`src/rtl/fetch_queue_pkg.sv`:
```
// Shared types and constants for the instruction prefetch queue.
package fetch_queue_pkg;

    typedef enum logic [1:0] {
        FQ_IDLE    = 2'd0,
        FQ_REQ     = 2'd1,
        FQ_DISCARD = 2'd2
    } fq_state_e;

    localparam int unsigned INST_W = 32;
    localparam logic [INST_W-1:0] NOP_WORD = 32'h0000_0000;

    typedef struct packed {
        logic [31:0]       pc4;
        logic [INST_W-1:0] inst;
    } fq_entry_t;

endpackage

```
`src/rtl/fetch_queue_fifo_sync.sv`:
```
// Synchronous FIFO with clear; read data is the head entry decoded from registered state.
module fifo_sync #(
    parameter int unsigned WIDTH = 64,
    parameter int unsigned DEPTH = 4,
    localparam int unsigned AW   = $clog2(DEPTH),
    localparam int unsigned CW   = AW + 1
) (
    input  logic             clk,
    input  logic             rst_n,
    input  logic             clr,
    input  logic             push,
    input  logic [WIDTH-1:0] wdata,
    input  logic             pop,
    output logic [WIDTH-1:0] rdata,
    output logic [CW-1:0]    count,
    output logic             full,
    output logic             empty
);

    logic [WIDTH-1:0] mem_q [DEPTH];
    logic [AW-1:0]    wr_ptr_q;
    logic [AW-1:0]    rd_ptr_q;
    logic [CW-1:0]    count_q;
    logic             do_push;
    logic             do_pop;

    assign full    = (count_q == CW'(DEPTH));
    assign empty   = (count_q == '0);
    assign count   = count_q;
    assign rdata   = mem_q[rd_ptr_q];
    assign do_push = push && !full && !clr;
    assign do_pop  = pop && !empty && !clr;

    always_ff @(posedge clk) begin
        if (!rst_n || clr) begin
            wr_ptr_q <= '0;
            rd_ptr_q <= '0;
            count_q  <= '0;
        end else begin
            if (do_push) wr_ptr_q <= wr_ptr_q + AW'(1);
            if (do_pop)  rd_ptr_q <= rd_ptr_q + AW'(1);
            count_q <= count_q + CW'(do_push) - CW'(do_pop);
        end
    end

    // Storage is not reset; empty entries are never observed downstream.
    always_ff @(posedge clk) begin
        if (do_push) mem_q[wr_ptr_q] <= wdata;
    end

endmodule

```
`src/rtl/fetch_queue.sv`:
```
// Instruction prefetch queue: owns fetch PC, issues one req/ack read at a time,
// buffers {pc+4, inst} for decode and flushes on redirect.
module fetch_queue
    import fetch_queue_pkg::*;
#(
    parameter int unsigned DEPTH    = 4,
    parameter logic [31:0] RESET_PC = 32'h0000_0000
) (
    input  logic              clk,
    input  logic              rst_n,
    input  logic              redirect,
    input  logic [31:0]       redirect_pc,
    output logic              mem_req,
    output logic [31:0]       mem_addr,
    input  logic              mem_ack,
    input  logic [INST_W-1:0] mem_rdata,
    output logic              out_valid,
    output logic [INST_W-1:0] out_inst,
    output logic [31:0]       out_pc4,
    input  logic              out_ready
);

    localparam int unsigned CW = $clog2(DEPTH) + 1;

    fq_state_e         state_q;
    logic [31:0]       fetch_pc_q;
    logic [31:0]       fetch_pc_d;
    logic [31:0]       pc_inc;
    logic              mem_req_q;
    logic [31:0]       mem_addr_q;
    logic              push;
    logic              pop;
    logic [CW-1:0]     count;
    logic [CW-1:0]     count_next;
    logic              full;
    logic              empty;
    fq_entry_t         wr_entry;
    fq_entry_t         head;
    logic              unused_pc_lo;

    assign unused_pc_lo = ^redirect_pc[1:0];
    assign pc_inc       = fetch_pc_q + 32'd4;

    always_comb begin
        push       = (state_q == FQ_REQ) && mem_ack && !redirect;
        pop        = !empty && out_ready && !redirect;
        count_next = count + CW'(push) - CW'(pop);
        fetch_pc_d = fetch_pc_q;
        if (redirect)  fetch_pc_d = {redirect_pc[31:2], 2'b00};
        else if (push) fetch_pc_d = pc_inc;
        wr_entry.pc4  = pc_inc;
        wr_entry.inst = mem_rdata;
    end

    // Reserve rule: a request is only ever outstanding while the FIFO has room,
    // so an ack can always be pushed.
    always_ff @(posedge clk) begin
        if (!rst_n) begin
            state_q    <= FQ_IDLE;
            fetch_pc_q <= RESET_PC;
            mem_req_q  <= 1'b0;
            mem_addr_q <= RESET_PC;
        end else begin
            fetch_pc_q <= fetch_pc_d;
            case (state_q)
                FQ_IDLE: begin
                    if (!redirect && !full) begin
                        state_q    <= FQ_REQ;
                        mem_req_q  <= 1'b1;
                        mem_addr_q <= fetch_pc_q;
                    end
                end
                FQ_REQ: begin
                    if (redirect) begin
                        if (mem_ack) begin
                            state_q   <= FQ_IDLE;
                            mem_req_q <= 1'b0;
                        end else begin
                            state_q <= FQ_DISCARD;
                        end
                    end else if (mem_ack) begin
                        if (count_next < CW'(DEPTH)) begin
                            mem_addr_q <= pc_inc;
                        end else begin
                            state_q   <= FQ_IDLE;
                            mem_req_q <= 1'b0;
                        end
                    end
                end
                FQ_DISCARD: begin
                    if (mem_ack) begin
                        state_q   <= FQ_IDLE;
                        mem_req_q <= 1'b0;
                    end
                end
                default: begin
                    state_q   <= FQ_IDLE;
                    mem_req_q <= 1'b0;
                end
            endcase
        end
    end

    fifo_sync #(
        .WIDTH($bits(fq_entry_t)),
        .DEPTH(DEPTH)
    ) u_fifo (
        .clk   (clk),
        .rst_n (rst_n),
        .clr   (redirect),
        .push  (push),
        .wdata (wr_entry),
        .pop   (pop),
        .rdata (head),
        .count (count),
        .full  (full),
        .empty (empty)
    );

    assign mem_req   = mem_req_q;
    assign mem_addr  = mem_addr_q;
    assign out_valid = !empty;
    assign out_inst  = empty ? NOP_WORD : head.inst;
    assign out_pc4   = empty ? 32'h0 : head.pc4;

endmodule

```
`config.mk`:
```
export PLATFORM = sky130hd
export DESIGN_NAME = fetch_queue
export DESIGN_NICKNAME = d
export VERILOG_FILES = /design/src/rtl/fetch_queue_pkg.sv /design/src/rtl/fetch_queue_fifo_sync.sv /design/src/rtl/fetch_queue.sv
export SDC_FILE = /design/constraint.sdc
export NUM_CORES = 1
export LEC_CHECK = 0
export ABC_AREA = 1
export ABC_CLOCK_PERIOD_IN_PS = 4100
export CAP_MARGIN = 20
export CORE_UTILIZATION = 30
export CTS_BUF_LIST = sky130_fd_sc_hd__clkbuf_8
export DETAILED_ROUTE_END_ITERATION = 16
export PLACE_DENSITY = 0.52
export SLEW_MARGIN = 15
export SYNTH_ARGS = -nofsm -noshare
export SYNTH_HDL_FRONTEND = slang
export SYNTH_SLANG_ARGS = --single-unit
```
`constraint.sdc`:
```
create_clock -name clk -period 4.1 [get_ports clk]
set_input_delay 0.615 -clock clk [delete_from_list [all_inputs] [get_ports clk]]
set_output_delay 0.615 -clock clk [all_outputs]
set_load 0.02 [all_outputs]
```
# Word level (Yosys, flattened, before mapping)
# Memory sizes are Yosys's and may differ from the RTL's. A register that Yosys moved wholly into a read port is not among the register bits.
# Cells that the tools add are included.
op_classes:
  n_addsub: 7
  order_cmp: 1
  n_eq_ne: 10
  n_mux: 26
  bitwise_logic: 1
  n_reduce_logical: 22
op_table:
  columns: ["cell", "count"]
  rows:
  - ["32-bit 2-to-1 mux", 8]
  - ["32-bit one-hot mux with 2 select lines", 1]
  - ["32-bit by 3-bit adder with 32-bit output (second input constant)", 1]
  - ["2-bit 2-to-1 mux", 8]
  - ["1-bit logical AND", 9]
  - ["2-bit != test (second input constant)", 4]
  - ["1-bit 2-to-1 mux", 7]
  - ["3-bit by 1-bit adder with 3-bit output", 2]
  - ["3-bit != test (second input constant)", 2]
  - ["2-bit one-hot mux with 3 select lines", 1]
  - ["3-bit by 1-bit subtractor with 3-bit output", 2]
  - ["5-bit AND reduction", 1]
  - ["2-bit by 1-bit adder with 2-bit output (second input constant)", 2]
  - ["1-bit zero test", 4]
  - ["4-bit AND reduction", 1]
  - ["2-bit nonzero test", 2]
  - ["3-bit == test (second input constant)", 1]
  - ["3-bit zero test", 1]
  - ["3-bit less-than comparator (second input constant)", 1]
  - ["1-bit one-hot mux with 3 select lines", 1]
  - ["3-bit AND reduction", 1]
  - ["2-bit by 1-bit == test with 1-bit output (second input constant)", 1]
  - ["2-bit == test (second input constant)", 1]
  - ["2-bit zero test", 1]
  - ["other kinds (4)", 4]
word_totals:
  regBits: 74
  mem_bits_rw: 256
  out_inout_bits: 98
  mem_count: 1
memory_table:
  columns: ["memory", "depth", "word_bits", "rd", "rd_ports_with_merged_regs", "write_ports", "line_no", "text"]
  rows:
  - ["u_fifo.mem_q", 4, 64, 1, 1, 1, "fetch_queue_fifo_sync.sv:20", "logic [WIDTH-1:0] mem_q [DEPTH];"]

# Longest topological paths before layout
# Gate-level depths: netlist of the first run.
logic_depth:
  depth_word: 10
  ltp_mapped: 19

# Cells and area by module
# A second synthesis of the first run with hierarchy kept.
unflattened:
  hier_cells: 1483
  hier_area_um2: 14376.3
by_module_without_submodules:
  columns: ["module", "instances", "cells_each", "area_each_um2"]
  rows:
  - ["fifo_sync", 1, 692, 9997.1]
  - ["fetch_queue", 1, 791, 4379.2]

# Worst setup path before layout of the first run
# OpenSTA, ideal clock, no wires.
synth_path:
  path_type: "in2reg"
  startpoint: "in redirect"
  endpoint: "mem u_fifo.mem_q[0][0] (enable)"
  arrival_time_ns: 3.983
  required_time_ns: 3.618
  path_slack_ns: -0.366
  path_stages: 7
  path_buffers: 2
  path_cell_list: "buf_2 > nor2_2 > nand2_1 > inv_2 > buf_2 > nand2_1 > nor2_1"
synth_between:
  elab_chain_cells: 6
synth_rtl:
  columns: ["element", "line_no", "text"]
  rows:
  - ["start: declaration", "fetch_queue.sv:11", "input logic redirect,"]
  - ["1-bit zero test *", "fetch_queue_fifo_sync.sv:31, fetch_queue.sv:45", null]
  - ["1-bit logical AND", "fetch_queue.sv:45", "push = (state_q == FQ_REQ) && mem_ack && !redirect;"]
  - ["1-bit logical AND", "fetch_queue_fifo_sync.sv:31", "assign do_push = push && !full && !clr;"]
  - ["1-bit logical AND *", "fetch_queue_fifo_sync.sv:31", null]
  - ["1-bit 2-to-1 mux *", "fetch_queue_fifo_sync.sv:48", "if (do_push) mem_q[wr_ptr_q] <= wdata;"]
  - ["1-bit 2-to-1 mux (not written as such) *", "fetch_queue_fifo_sync.sv:48", null]
  - ["end: declaration", "fetch_queue_fifo_sync.sv:20", null]
# Mark *: on every way between the ends. The rest lies on a longest branch, timed or not.

==> flow_summary.yaml, run 1 <==
status:
  status: "finished, final reports clean"
global_routing:
  grt_pass1_vias: 10200
  antenna_found_initial: 0
  grt-ovfl-total: 0
  grt_max_degree: 72
  grt_first_pass_wirelength_mm: 58.7
  grt_usage_pct: 16.2
logic_synthesis:
  syn_avg_cell_area_sq_um: 9.64
  synth_flop_cell: "edfxtp_1"
  syn_area_sq_um: 13900
  ys_top_cells_by_area: "edfxtp_1, dfxtp_1, nor2_1"
  synth-seq-area-share_pct: 64.1
  synthDistinctLibCells: 35
  ys_ff_latch: 320
  yosysTopAreaCellShare_pct: 53.7
  synth_commonest_cells: "nor2_1, edfxtp_1, nand2_1"
  synth_edf_count: 248
  synthArstFlopShare_pct: 0
  yosys_warnings: 0
  synth_most_common_cell: "nor2_1"
  syn_inst: 1437
  post-synth-top-area-cell: "edfxtp_1"
power:
  power_leakage_uw: 0.00605
  ir_drop_mv: 0.192
  power_density_nw_per_um2: 405
detailed_routing:
  drc: 0
  wl_per_cell_um: 16.9
  via_count: 10400
  drt_iter0_drc: 700
  vias_per_cell: 4.63
  route.final.wire_length_mm: 37.8
  antenna_left: 0
  dr.pass1.iters: 6
setup_path:
  end_kind: "primary output"
  reg2reg_depth: 16
  cp_max_fo: 44
  startpoint_type: "register"
  crit_slowest_cell: "clkdlybuf4s50_1"
  crit_arrival_ns: 3.00
  worstSetupPathType: "reg -> out"
  cpPeakStageDelay_ns: 0.67
  worstPathCellList: "clkinv_2 > buf_4 > nor2_1 > o21ai_0 > a21oi_1 > clkdlybuf4s50_1"
  cp.required_ns: 3.48
sta:
  setup_tns_ns: 0
  post-route-period-util_pct: 88.1
  final-max-slew-violation-count: 0
  period_minus_slack_ns: 3.61
  fmaxAchievable_ghz: 0.277
  holdWs_ns: 0.456
  setup_viol: 0
  worstMarginPinSlew_ns: 0.867
  rsz0062_at_grt: "false"
  finalHoldViolCount: 0
  relSlewSlack_pct: 42.2
  fin_skew_ns: 0.0175
clock_network:
  clock_latency_ns: 0.62
  cts_setup_buffers: 0
  path_clk_slew_ns: 0.07
  clockRootBuffer: "clkbuf_8"
  cts_hold_buffers: 0
  htreeDepth: 2
  cts_buffers: 54
  cts_tree: "built"
  cts_resized: 0
  cts.path.max_buffers: 3
  cts.sinks: 320
floorplan:
  die_w_um: 217
  core_sq_um: 45500
  initial_utilization_pct: 30.5
  chipHeight_um: 217
  row_count: 78
  dieArea_sq_um: 47100
  ioPinCount: 167
final_layout:
  regArea_sq_um: 8890
  area_growth_pct: 23.9
  drive_gt1_share_pct: 8.10
  final_nets: 1680
  n_fill_cell: 4583
  multi_input_area_sq_um: 4410
  fin_util_pct: 37.8
  fin_area_sq_um: 17200
placed_design:
  port_buffers: 160
  hpwl_mm: 23.6
  finalWeightedCongestion: 0.860
  placed_cell_area_sq_um: 16100
hold_path:
  holdPathStages: 2
  holdCritPathClass: "reg -> reg"
flow_run:
  cap_violations: 0
sequential cells by signal (all words and copies together), names as in the netlist, named ones only:
name and count:
fetch_pc_q 30, mem_addr 30, mem_req 1, state_q 2, u_fifo.count 3, u_fifo.mem_q 248, u_fifo.rd_ptr_q 2, u_fifo.wr_ptr_q 2
power by group:
part	total [uW]	switching (uW)	leakage [uW]	internal, uW
clock network	2780	1290	0.000590	1490
registers	3620	51.4	0.00283	3570
logic	558	339	0.00264	220
total	6960	1680	0.00605	5280
layout by cell type (no fill, tap or decap), types with 2 or more instances in the layout:
cell and count:
a21oi_1 98, a31oi_1 10, and2_1 4, buf_12 5, buf_4 17, bufinv_16 3
clkbuf_8 58, clkdlybuf4s50_1 160, clkinv_1 8, clkinv_2 12, clkinvlp_4 2, conb_1 4
dfxtp_1 70, edfxtp_1 248, ha_1 9, inv_1 73, inv_2 4, nand2_1 217
nand2_2 7, nand3_1 30, nand3_2 3, nand4_1 3, nor2_1 371, nor2_2 7
nor2_4 10, o21ai_0 181, o21ai_1 8, xnor2_1 4, xor2_1 4
per-layer routing:
layer / track usage [%] / vias up / share of wire [%]
met3: 3.58 / 61 / 5.5
met5: 0 / - / 0
met2: 25.8 / 270 / 45
met1: 21.7 / 4859 / 47
li1: - / 5185 / -
met4: 5.16 / 0 / 2.4
kinds of logic after synthesis:
kind of cell,synth area share [%]
simple gates,18.9
other cells,0.0271
xor+xnor,0.623
flops,64.1
buf+inv,4.38
fa+ha+maj,0.957
compound gates,11.0
cell type report:
class	instances	share of cell area [%]
antenna	1	0.0146
clock inverter	38	1.41
inverter	65	1.44
multi-input combinational	978	25.7
clock buffer	58	4.65
sequential	320	51.8
tap	600	4.37
timing repair buffer	182	10.7
stage by stage:
stage | setup slack, ns | power (uW) | std cells
after floorplan | -0.366 | 3990 | 1440
after global placement | 0.794 | 4240 | 2145
after detailed placement | 0.775 | 4240 | 2145
after CTS | 0.363 | 7070 | 2241
after global routing | 0.268 | 7250 | 2241
final | 0.487 | 6960 | 2242
final timing paths:
check                     startpoint            to  slack (ns)
setup reg to reg     u_fifo.count[1]  mem_addr[19]        1.26
setup / recovery            register   out_pc4[11]        0.49
hold reg to reg   u_fifo.rd_ptr_q[1]      register        0.46
hold / removal    u_fifo.rd_ptr_q[1]      register        0.46
critical path: cells and delay by family, from the launching register on:
kind	cells	cell delay, ns
AOI/OAI and AO/OA	2	0.42
and+or+nand+nor	1	0.17
buffers and inverters	3	1.44
DFF	1	0.34
Power figures use the tool's default switching activity.
==> run 2: changes to the inputs <==
Settings changed: GPL_TIMING_DRIVEN set to 1.
==> results of run 2 <==
Same layout as run 1: the final DEF is identical, and so are final timing and power.
==> run 3: changes to the inputs <==
Settings changed: ABC_AREA 1 to unset.
==> flow_summary.yaml, run 3 <==
logic_synthesis:
  ys_ff_latch: 320
  synth_most_common_cell: "edfxtp_1"
  synth_flop_cell: "edfxtp_1"
  synth_edf_count: 248
  syn_area_sq_um: 13600
  syn_inst: 934
  yosysTopAreaCellShare_pct: 54.6
  ys_top_cells_by_area: "edfxtp_1, dfxtp_1, mux4_2"
  synth_commonest_cells: "edfxtp_1, dfxtp_1, nor2b_1"
  post-synth-top-area-cell: "edfxtp_1"
  synthDistinctLibCells: 46
  synthArstFlopShare_pct: 0
  synth-seq-area-share_pct: 65.1
  syn_avg_cell_area_sq_um: 14.6
  yosys_warnings: 0
detailed_routing:
  route.final.wire_length_mm: 33.1
  antenna_left: 0
  via_count: 8083
  wl_per_cell_um: 19.2
  dr.pass1.iters: 4
  drc: 0
  drt_iter0_drc: 443
  vias_per_cell: 4.67
final_layout:
  area_growth_pct: 24.4
  largest_register: "u_fifo.mem_q"
  final_common_cell: "edfxtp_1"
  drive_gt1_share_pct: 15.4
  multi_input_area_sq_um: 4380
  regArea_sq_um: 8890
  n_fill_cell: 4244
  layout_common_cells: "edfxtp_1, clkdlybuf4s50_1, dfxtp_1"
  diodes: 0
  fin_area_sq_um: 17000
  fin_util_pct: 38.1
  largest_reg_flops: 248
  final_nets: 1174
sta:
  rsz0062_at_grt: "false"
  post-route-period-util_pct: 87.0
  worstMarginPinSlew_ns: 0.879
  fin_skew_ns: 0.0217
  setup_tns_ns: 0
  setup_viol: 0
  final-max-slew-violation-count: 0
  holdWs_ns: 0.512
  fmaxAchievable_ghz: 0.280
  finalHoldViolCount: 0
  timing.final.ws_setup_ns: 0.533
  relSlewSlack_pct: 40.9
  period_minus_slack_ns: 3.57
power:
  ir_drop_mv: 0.187
  power_leakage_uw: 0.00535
  power_density_nw_per_um2: 405
setup_path:
  worstSetupPathType: "reg -> out"
  end_kind: "primary output"
  cp.required_ns: 3.48
  startpoint_type: "register"
  cp_max_fo: 27
  crit_path_end: "out_pc4[9]"
  r2r-end: "u_fifo.count[2]"
  crit_arrival_ns: 2.95
  reg2reg_depth: 10
  r2r_start: "u_fifo.count[1]"
  r2r_slack_ns: 1.31
global_routing:
  grt_usage_pct: 14.3
  antenna_found_initial: 0
  grt-ovfl-total: 0
  grt_pass1_vias: 8428
  grt_max_degree: 65
  grt_first_pass_wirelength_mm: 50.8
floorplan:
  row_count: 77
  chipHeight_um: 215
  ioPinCount: 167
  die_w_um: 215
  initial_utilization_pct: 30.7
  core_sq_um: 44500
  dieArea_sq_um: 46300
clock_network:
  cts.path.max_buffers: 3
  cts_buffers: 54
  cts.sinks: 320
  cts_tree: "built"
  clock_latency_ns: 0.61
  clockRootBuffer: "clkbuf_8"
  cts_resized: 0
  cts_setup_buffers: 0
  cts_hold_buffers: 0
  path_clk_slew_ns: 0.07
  htreeDepth: 2
status:
  status: "finished, final reports clean"
placed_design:
  finalWeightedCongestion: 0.784
  port_buffers: 160
  pre_cts_slack_ns: 0.763
  placed_cell_area_sq_um: 16000
  hpwl_mm: 20.4
flow_run:
  cap_violations: 0
hold_path:
  holdCritPathClass: "reg -> reg"
run 3: through the flow:
stage,instances,total power (uW)
3_3_place_gp,1631,4210
3_5_place_dp,1631,4220
5_1_grt,1729,7160
4_1_cts,1729,6990
2_1_floorplan,937,3970
6_report,1729,6880
run 3: cell families after synthesis:
| group | synth area share (%) |
|---|---|
| adders and majority gates | 0.972 |
| and+or+nand+nor | 9.86 |
| AOI/OAI and AO/OA | 4.95 |
| muxes | 10.5 |
| xor gates and xnor gates | 5.52 |
| other | 0.0275 |
| buffers and inverters | 3.02 |
| DFF | 65.1 |
run 3: metal layers:
layer	global-route usage (%)	wire, um	vias up
met3	3.40	1580	52
met1	19.6	15600	4023
li1	-	-	3821
met5	0	0	-
met2	22.5	15300	187
met4	3.97	625	0
run 3: cell type report:
class / instances / share of cell area [%]
clock buffers: 55 / 4.46
clock inverters: 43 / 1.56
inverters: 14 / 0.309
multi-input cells: 522 / 25.8
flip-flops and latches: 320 / 52.4
well taps: 592 / 4.36
repair buffers: 183 / 11.1
run 3: worst min-delay path by stage:
stage / start / to / slack, ns / cells after the start
after floorplan: u_fifo.rd_ptr_q[1] / register / 0.48 / 2
after global placement: fetch_pc_q[3] / fetch_pc_q[3] / 0.51 / 2
after detailed placement: u_fifo.rd_ptr_q[1] / register / 0.51 / 2
after CTS: u_fifo.rd_ptr_q[1] / register / 0.52 / 2
after global routing: fetch_pc_q[3] / fetch_pc_q[3] / 0.55 / 2
final: u_fifo.rd_ptr_q[1] / register / 0.51 / 2
run 3: power breakdown:
group,total [uW],switching [uW],internal (uW)
combinational,506,276,230
clock,2730,1290,1440
sequential,3640,72.3,3570
run 3: worst max-delay path, cell delays in order, from the launching register on:
cell and delay [ns]:
dfxtp_2 0.88, buf_4 0.32, mux4_2 0.30, nor2b_1 0.14
clkdlybuf4s50_1 0.66
